**src/rtl/kgp_rout_uart_tx.sv**
```systemverilog
// kgp_rout_uart_tx: captures each new value of the core's rout bus into a
// small FIFO and sends every queued word as two 8N1 UART frames, high byte
// first. The line idles high and is driven from a flop, so it never glitches.
//
// Push/pop rule: a push is requested whenever rout differs from the last
// captured value; it is accepted when the FIFO has room or when the
// transmitter pops on the same edge, otherwise it is dropped and overflow
// sticks. The transmitter pops only from IDLE when the FIFO is non-empty.
module kgp_rout_uart_tx #(
  parameter int CLKS_PER_BIT = 8,
  parameter int FIFO_DEPTH   = 8
) (
  input  logic                          clk,
  input  logic                          reset,
  input  logic [15:0]                   rout,
  output logic                          tx,
  output logic                          busy,
  output logic                          overflow,
  output logic [$clog2(FIFO_DEPTH):0]   fifo_count,
  output logic [1:0]                    dbg_state
);

  localparam int PW = $clog2(FIFO_DEPTH);
  localparam int NW = PW + 1;
  localparam int CW = $clog2(CLKS_PER_BIT);
  localparam logic [NW-1:0] DEPTH_N  = NW'(FIFO_DEPTH);
  localparam logic [CW-1:0] CNT_LAST = CW'(CLKS_PER_BIT - 1);

  typedef enum logic [1:0] {
    S_IDLE  = 2'd0,
    S_START = 2'd1,
    S_DATA  = 2'd2,
    S_STOP  = 2'd3
  } state_t;

  state_t          state_q, state_d;
  logic [CW-1:0]   cnt_q, cnt_d;
  logic [2:0]      bit_idx_q, bit_idx_d;
  logic            byte_sel_q, byte_sel_d;
  logic [15:0]     hold_q, hold_d;
  logic            tx_q, tx_d;
  logic [15:0]     last_val_q, last_val_d;
  logic [PW-1:0]   wr_ptr_q, wr_ptr_d;
  logic [PW-1:0]   rd_ptr_q, rd_ptr_d;
  logic [NW-1:0]   count_q, count_d;
  logic            overflow_q, overflow_d;
  logic [15:0]     mem_q [FIFO_DEPTH];

  logic            push_req;
  logic            push_ok;
  logic            pop;
  logic [7:0]      cur_byte;

  // Capture and FIFO bookkeeping: change detection, push acceptance, pointers, count.
  always_comb begin
    push_req   = (rout != last_val_q);
    pop        = (state_q == S_IDLE) && (count_q != '0);
    push_ok    = push_req && ((count_q < DEPTH_N) || pop);
    last_val_d = push_req ? rout : last_val_q;
    overflow_d = overflow_q | (push_req & ~push_ok);
    wr_ptr_d   = push_ok ? wr_ptr_q + PW'(1) : wr_ptr_q;
    rd_ptr_d   = pop ? rd_ptr_q + PW'(1) : rd_ptr_q;
    count_d    = count_q;
    case ({push_ok, pop})
      2'b10:   count_d = count_q + NW'(1);
      2'b01:   count_d = count_q - NW'(1);
      default: count_d = count_q;
    endcase
  end

  // Transmit FSM next-state: bit timing, byte sequencing and the next tx level.
  always_comb begin
    state_d    = state_q;
    cnt_d      = cnt_q;
    bit_idx_d  = bit_idx_q;
    byte_sel_d = byte_sel_q;
    hold_d     = hold_q;
    tx_d       = tx_q;
    cur_byte   = byte_sel_q ? hold_q[7:0] : hold_q[15:8];
    case (state_q)
      S_IDLE: begin
        tx_d = 1'b1;
        if (pop) begin
          hold_d     = mem_q[rd_ptr_q];
          byte_sel_d = 1'b0;
          cnt_d      = '0;
          tx_d       = 1'b0;
          state_d    = S_START;
        end
      end
      S_START: begin
        if (cnt_q == CNT_LAST) begin
          cnt_d     = '0;
          bit_idx_d = 3'd0;
          tx_d      = cur_byte[0];
          state_d   = S_DATA;
        end else begin
          cnt_d = cnt_q + CW'(1);
        end
      end
      S_DATA: begin
        if (cnt_q == CNT_LAST) begin
          cnt_d = '0;
          if (bit_idx_q == 3'd7) begin
            tx_d    = 1'b1;
            state_d = S_STOP;
          end else begin
            bit_idx_d = bit_idx_q + 3'd1;
            tx_d      = cur_byte[bit_idx_q + 3'd1];
          end
        end else begin
          cnt_d = cnt_q + CW'(1);
        end
      end
      S_STOP: begin
        if (cnt_q == CNT_LAST) begin
          cnt_d = '0;
          if (!byte_sel_q) begin
            // Low byte follows immediately, no idle gap between the two frames.
            byte_sel_d = 1'b1;
            tx_d       = 1'b0;
            state_d    = S_START;
          end else begin
            tx_d    = 1'b1;
            state_d = S_IDLE;
          end
        end else begin
          cnt_d = cnt_q + CW'(1);
        end
      end
      default: begin
        tx_d    = 1'b1;
        state_d = S_IDLE;
      end
    endcase
  end

  // State registers; reset abandons any frame in flight and empties the FIFO.
  always_ff @(posedge clk or negedge reset) begin
    if (!reset) begin
      state_q    <= S_IDLE;
      cnt_q      <= '0;
      bit_idx_q  <= 3'd0;
      byte_sel_q <= 1'b0;
      hold_q     <= 16'h0000;
      tx_q       <= 1'b1;
      last_val_q <= 16'h0000;
      wr_ptr_q   <= '0;
      rd_ptr_q   <= '0;
      count_q    <= '0;
      overflow_q <= 1'b0;
    end else begin
      state_q    <= state_d;
      cnt_q      <= cnt_d;
      bit_idx_q  <= bit_idx_d;
      byte_sel_q <= byte_sel_d;
      hold_q     <= hold_d;
      tx_q       <= tx_d;
      last_val_q <= last_val_d;
      wr_ptr_q   <= wr_ptr_d;
      rd_ptr_q   <= rd_ptr_d;
      count_q    <= count_d;
      overflow_q <= overflow_d;
    end
  end

  // FIFO storage; contents need no reset because the pointers gate every read.
  always_ff @(posedge clk) begin
    if (push_ok) mem_q[wr_ptr_q] <= rout;
  end

  assign tx         = tx_q;
  assign busy       = (state_q != S_IDLE);
  assign overflow   = overflow_q;
  assign fifo_count = count_q;
  assign dbg_state  = state_q;

endmodule

```
**config.mk**
```make
export PLATFORM = sky130hd
export DESIGN_NAME = kgp_rout_uart_tx
export DESIGN_NICKNAME = d
export VERILOG_FILES = /design/src/rtl/kgp_rout_uart_tx.sv
export SDC_FILE = /design/constraint.sdc
export NUM_CORES = 1
export LEC_CHECK = 0
export ABC_AREA = 1
export BUFFER_PORTS_ARGS = -buffer_cell sky130_fd_sc_hd__buf_2
export CAP_MARGIN = 20
export CORE_AREA = 2 2 104 156
export CTS_CLUSTER_SIZE = 16
export DETAILED_ROUTE_END_ITERATION = 10
export DIE_AREA = 0 0 106 158
export PLACE_DENSITY = 0.65
export SETUP_SLACK_MARGIN = 0.3
export SYNTH_ARGS = -nofsm -noshare
export SYNTH_HDL_FRONTEND = slang
export SYNTH_SLANG_ARGS = --single-unit
```
**constraint.sdc**
```tcl
create_clock -name clk -period 3.9 [get_ports clk]
set_clock_uncertainty 0.1 [all_clocks]
set_input_delay 0.78 -clock clk [delete_from_list [all_inputs] [get_ports clk]]
set_output_delay 0.78 -clock clk [all_outputs]
set_load 0.02 [all_outputs]
```
==> summary.md, run 1 <==
| Metric | Value |
|---|---|
| Status | complete, no violations |
| Reg2reg setup slack | 1.03 ns |
| Antenna Nets Post-Route | 0 |
| Vias per inst | 5.48 |
| Initial antenna violation count | 0 |
| Worst reg2reg path startpoint | dbg_state[0] |
| Slowest CP cell | dfrtp_1 |
| Overflow after GRT | 0 |
| Placed Area | 0.00782 mm^2 |
| Initial DRC count | 344 |
| Max Slew Vio Count | 0 |
| GRT Util Overall | 20.7% |
| Utilization after layout | 54.5% |
| Clk sinks | 181 |
| Sequential element share of the synthesized area | 68.5% |
| Worst Setup Start Kind | flip-flop |
| Setup TNS | 0 ns |
| Clock buffer depth | 2 |
| Worst-path clk slew | 0.07 ns |
| Die height | 158 um |
| First-pass GRT wire length | 25600 um |
| Root buf cell | clkbuf_16 |
| Arr. time, crit path | 3.09 ns |
| Max_cap viols | 0 |
| Final Hold Vio Count | 0 |
| Leading area contributor after synthesis | edfxtp_1 |
| Setup WS post-layout | 1.03 ns |
| Sum of buffers and inverters on the critical path | 2 |
| Drt wl/cell | 18.4 um |
| TritonCTS clock tree | yes |
| # DRC | 0 |
| Fraction of layout cells with a size suffix above 1 | 13.0% |
| Total Power | 3.82 mW |
| Syn_nets | 671 |
| Critical R2R Capture | fifo_count[2] |
| Fin Hold WS | 0.360 ns |
| Pin count of the biggest net entering global routing | 66 |
| Routability cong. | 0.850 |
| Starting Density | 48.8% |
| #FFs+latches synth | 181 |
| Syn. warnings | 0 |
| Total number of vias | 4764 |
| Mapped Area | 0.00755 mm^2 |
| Most frequent cells after synthesis | edfxtp_1 (128), nor2_1 (109), nand2_1 (85) |
| Primary FF master, synth | edfxtp_1 |
| Crit share post-route | 73.7% |
| Clock buffer count from CTS | 17 |
| CP max stage delay | 0.44 ns |
| Cells after DPL | 837 |
| Post-synthesis cell type count | 31 |
| # setup viols final | 0 |
| Syn avg cell area | 11.8 um^2 |
| Lkg Pwr | 3.12 nW |
| CP Class | reg2reg |
| FP Rows | 56 |
| Slew Limit Headroom | 43.9% |
| Number of antenna repair diodes | 0 |
| CTS Hold Buffers Added | 0 |
| Post-Layout Cell Count | 870 |
| Final Critical Period | 2.87 ns |
| Core Area | 0.0155 mm^2 |
| Synth top area cells | edfxtp_1 (51%), dfrtp_1 (17%), nor2_1 (5.4%) |
| Post-synth EDFFs | 128 |
| Hold/Removal Path Class | in2async |
| Delay-heaviest family, CP | adder cells |
| Post-Route WL | 16000 um |
| Clock latency on the worst-skew pair | 0.42 ns |
| Maximum VDD drop | 0.331 mV |
| Post-CTS sizing | 0 |
| DP HPWL | 9380 um |
| Pwr dens | 453 mW/mm^2 |
| Area Growth Syn to Fin | 11.8% |
| Count leader, synth | edfxtp_1 |
| Design area | 0.00844 mm^2 |
| FFs w/ async S/R, synth | 29.3% |
| I/O Pins | 27 |
| Cells after Synth | 639 |
| CP Max Fanout | 21 |
| H-tree depth | 4 |
| Top cell type's share of synthesized area | 50.9% |
| Setup crit end kind | flip-flop |
| Req. time, crit path | 4.12 ns |
| Worst-margin pin slew | 0.842 ns |
| Via count of the first global-routing pass | 4710 |
| Worst r2r path cells | 13 |
| Pre-CTS WS | 0.592 ns |
| Port bufs | 26 |
| Crit-path cells | inv_1, ha_1, nand2_1, buf_4, nand2_1, nand2_2, ha_1, xor2_1, ha_1, a21oi_1, a21oi_1, o21ai_0, o21a_1 |
| Post-CTS Setup Inserts | 0 |
| Final net count | 686 |
| Die W | 106 um |
| Unrepaired setup endpoints after global routing | false |
| Cell mode on critical path | ha_1 |
| Die Footprint | 0.0167 mm^2 |
| DR pass1 iterations | 7 |
| Fmax | 348 MHz |
-- worst max-delay path by stage --
stage / start / endpoint / slack, ns / cells past startpoint
floorplan: rout[0] / mem_q[5][0] / 0.92 / 8
global placement: rout[1] / fifo_count[2] / 0.69 / 14
detailed placement: rout[1] / fifo_count[2] / 0.59 / 14
CTS: rout[1] / fifo_count[2] / 1.01 / 14
global route: dbg_state[0] / fifo_count[2] / 0.71 / 13
finish: dbg_state[0] / fifo_count[2] / 1.03 / 13
-- cell usage in the layout, fill, tap and decap left out, types with 3 or more instances in the layout --
master     Yosys  routed
edfxtp_1     128     128
nor2_1       109     109
nand2_1       85      85
o21ai_0       61      61
dfrtp_1       52      51
o211ai_1      32      32
buf_2         10      26
nand3_1       24      24
inv_1         21      21
xnor2_1       17      17
clkbuf_16      0      17
o32ai_1       16      16
buf_4          4      15
ha_1          14      14
a21oi_1        6       6
inv_8          0       6
xor2_1         5       5
nand2_2        5       5
nand4_1        3       3
inv_6          0       3
-- state kept, by name (all words and copies together) (netlist names) --
signal / flops
wr_ptr_q: 3
fifo_count: 4
mem_q: 128
hold_q: 16
byte_sel_q: 1
overflow: 1
tx: 1
bit_idx_q: 3
last_val_q: 16
rd_ptr_q: 3
cnt_q: 3
dbg_state: 2
-- worst register-to-register path, stage by stage (launching register included) --
cell and delay (ns):
dfrtp_1 0.44, inv_1 0.12, ha_1 0.23, nand2_1 0.07, buf_4 0.25, nand2_1 0.19, nand2_2 0.27, ha_1 0.28
xor2_1 0.22, ha_1 0.18, a21oi_1 0.05, a21oi_1 0.15, o21ai_0 0.11, o21a_1 0.12
-- cells by family after synthesis --
logic type                 after synthesis  share of synthesized area (%)
and+or+nand+nor                        233                           12.4
DFF                                    181                           68.5
muxes                                    1                          0.149
xor gates and xnor gates                22                           2.55
buffers and inverters                   69                           4.19
adders and majority gates               14                           2.32
AOI/OAI and AO/OA                      119                           9.88
-- layout make-up --
| type | instances | area (um^2) |
|---|---|---|
| clock buffers | 17 | 425 |
| multi-input cells | 389 | 2070 |
| clock inverters | 15 | 165 |
| repair buffers | 42 | 270 |
| inverters | 23 | 86.3 |
| flip-flops and latches | 181 | 5170 |
| fillers | 1284 | 7040 |
| well taps | 203 | 254 |
-- power by group --
part           internal, mW  leakage (nW)  switching [mW]
sequential             2.07          1.78         0.00365
clock                 0.915         0.290           0.772
combinational        0.0185          1.05          0.0425
-- layer usage --
layer | vias to the layer above | global-route usage [%] | part of all wire [%]
met4 | 0 | 9.84 | 1.8
met3 | 16 | 3.58 | 2.9
met1 | 2385 | 24.7 | 42
met2 | 91 | 36.3 | 53
li1 | 2272 | - | -
met5 | - | 0 | 0
Note: power is estimated with default switching activity, not from simulation.
==> inputs of run 2 (changes only) <==
==> constraint.sdc (replaced) <==
create_clock -name clk -period 2.7 [get_ports clk]
set_clock_uncertainty 0.1 [all_clocks]
set_input_delay 0.54 -clock clk [delete_from_list [all_inputs] [get_ports clk]]
set_output_delay 0.54 -clock clk [all_outputs]
set_load 0.02 [all_outputs]
==> run 2 against run 1 <==
Against the previous run:
- combinational power is 75% higher
- via count is 0.99% higher
- cell count is 1.6% higher
- sequential share of layout area is 1.7 points lower
- largest cell class unchanged
- largest power group unchanged
- hold slack worse by 0.12 ns
- critical endpoint unchanged
- non-clock buffer count is 14 higher
- flip-flop and latch count stayed put
- total power is 47% higher
- fmax is 25% higher
==> summary.md, run 2 (synthesis gave the netlist of run 1 again) <==
| Metric | Value |
|---|---|
| Cells after DPL | 849 |
| Setup TNS | 0 ns |
| # setup viols final | 0 |
| Max_cap viols | 0 |
| Reg2reg setup slack | 0.41 ns |
| Starting Density | 48.8% |
| Initial DRC count | 355 |
| Slowest CP cell | dfrtp_1 |
| Max Slew Vio Count | 0 |
| I/O Pins | 27 |
| Area Growth Syn to Fin | 15.1% |
| Clock latency on the worst-skew pair | 0.42 ns |
| Worst-path clk slew | 0.07 ns |
| Hold/Removal Path Class | in2reg |
| # DRC | 0 |
| Die W | 106 um |
| Crit share post-route | 85.0% |
| FP Rows | 56 |
| Clock buffer depth | 2 |
| Fraction of layout cells with a size suffix above 1 | 16.9% |
| Port bufs | 26 |
| Status | complete, no violations |
| TritonCTS clock tree | yes |
| Unrepaired setup endpoints after global routing | true |
| Clock buffer count from CTS | 17 |
| Pin count of the biggest net entering global routing | 67 |
| Die height | 158 um |
| Via count of the first global-routing pass | 4800 |
| Cell mode on critical path | a21oi_1 |
| Regs by FF count | mem_q: 128 flops, hold_q: 16 flops, last_val_q: 16 flops |
| Worst reg2reg path startpoint | last_val_q[1] |
| Most frequent cells in the layout | edfxtp_1 (128), nor2_1 (108), nand2_1 (83) |
| CP max stage delay | 0.37 ns |
| Vias per inst | 5.44 |
| H-tree depth | 4 |
| Post-Layout Cell Count | 884 |
| Max reg flops | 128 |
| Hold path start | rout[13] |
| Hold depth | 1 |
| Antenna Nets Post-Route | 0 |
| Routability cong. | 0.860 |
| Initial antenna violation count | 0 |
| Worst-margin pin slew | 0.669 ns |
| GRT Util Overall | 20.6% |
| Pre-CTS WS | 0.0236 ns |
| Slew Limit Headroom | 55.4% |
| Post-Route WL | 16300 um |
| Worst Setup Start Kind | flip-flop |
| Utilization after layout | 56.1% |
| CP Max Fanout | 3 |
| Drt wl/cell | 18.4 um |
| First-pass GRT wire length | 25900 um |
| Overflow after GRT | 0 |
| Critical R2R Capture | fifo_count[2] |
| Die Footprint | 0.0167 mm^2 |
| Commonest non-fill, non-tap cell in the layout | edfxtp_1 |
| CP Class | reg2reg |
| Worst r2r path cells | 13 |
| Biggest register | mem_q |
| DP HPWL | 9860 um |
| Lkg Pwr | 3.20 nW |
| Final Hold Vio Count | 0 |
| Total number of vias | 4811 |
| Core Area | 0.0155 mm^2 |
| Req. time, crit path | 2.92 ns |
| DR pass1 iterations | 5 |
| Final Critical Period | 2.29 ns |
| Root buf cell | clkbuf_16 |
| Clk sinks | 181 |
| Pwr dens | 645 mW/mm^2 |
| Setup WS post-layout | 0.406 ns |
| Number of antenna repair diodes | 0 |
| Final net count | 700 |
| Setup crit end kind | flip-flop |
| Arr. time, crit path | 2.51 ns |
| WHS Endpoint | last_val_q[13] |
| Maximum VDD drop | 0.475 mV |
| Crit-path cells | or2_0, a21oi_1, nand3_1, nor2_2, nand2_2, nand2_4, ha_4, xor2_2, ha_2, a21oi_2, a21oi_1, o21ai_1, o21a_1 |
| Fmax | 436 MHz |
-- run 2: changes by cell type in the layout (fill, tap and decap cells not counted), moves of 3 or more --
cell,change
buf_4,+8
inv_8,-5
buf_12,+4
clkinv_4,+4
clkbuf_8,+3
clkinvlp_4,+3
ha_1,-3
-- run 2: report_power, final --
part	leakage (nW)	internal, mW	switching [mW]	total, mW
clock	0.291	1.45	1.05	2.50
combinational	1.13	0.0391	0.0676	0.107
sequential	1.77	2.99	0.00603	3.00
-- run 2: area by class of cell --
class / instances / area (um^2)
Fill cell: 1278 / 6790
Sequential cell: 181 / 5170
Multi-Input combinational cell: 389 / 2150
Clock buffer: 20 / 467
Timing Repair Buffer: 56 / 415
Tap cell: 203 / 254
Clock inverter: 12 / 146
Inverter: 23 / 90.1
-- run 2: timing repair --
action	in CTS	in global routing
setup endpoints to repair	30	15
pin swaps	0	6
hold endpoints to repair	4	0
hold buffers	1	0
buffers inserted	1	1
resized for setup	4	19
-- run 2: worst max-delay path, delay by kind of cell, from the launching register on --
family | cells | cell delay, ns
AO/OA/AOI/OAI | 5 | 0.48
XOR/XNOR | 1 | 0.15
adder cells (fa/ha/maj) | 2 | 0.37
flip-flops | 1 | 0.37
AND/OR/NAND/NOR | 5 | 0.72
-- run 2: layer usage --
metal	global-route usage, %	up-vias	routed length, um
li1	-	2294	-
met1	25.2	2387	6820
met2	36.2	100	8520
met3	4.36	30	579
met4	7.46	0	337
met5	0	-	0
-- run 2: worst max-delay path by stage --
stage                    end  slack [ns]     startpoint  cells after the start
3_3_place_gp   fifo_count[2]        0.05        rout[5]                     13
4_1_cts        fifo_count[2]        0.26   dbg_state[0]                     12
5_1_grt        fifo_count[2]        0.26  last_val_q[1]                     13
3_5_place_dp   fifo_count[2]        0.02        rout[1]                     14
2_1_floorplan    mem_q[0][0]        0.31   dbg_state[0]                      7
6_report       fifo_count[2]        0.41  last_val_q[1]                     13
-- run 2: per-stage QoR --
stage	hold WS (ns)	cell area (um^2)	total power, mW
3_5_place_dp	0.270	7960	3.16
5_1_grt	0.219	8690	5.76
2_1_floorplan	0.144	7570	3.08
4_1_cts	0.219	8610	5.63
3_3_place_gp	0.267	7960	3.15
6_report	0.236	8690	5.60
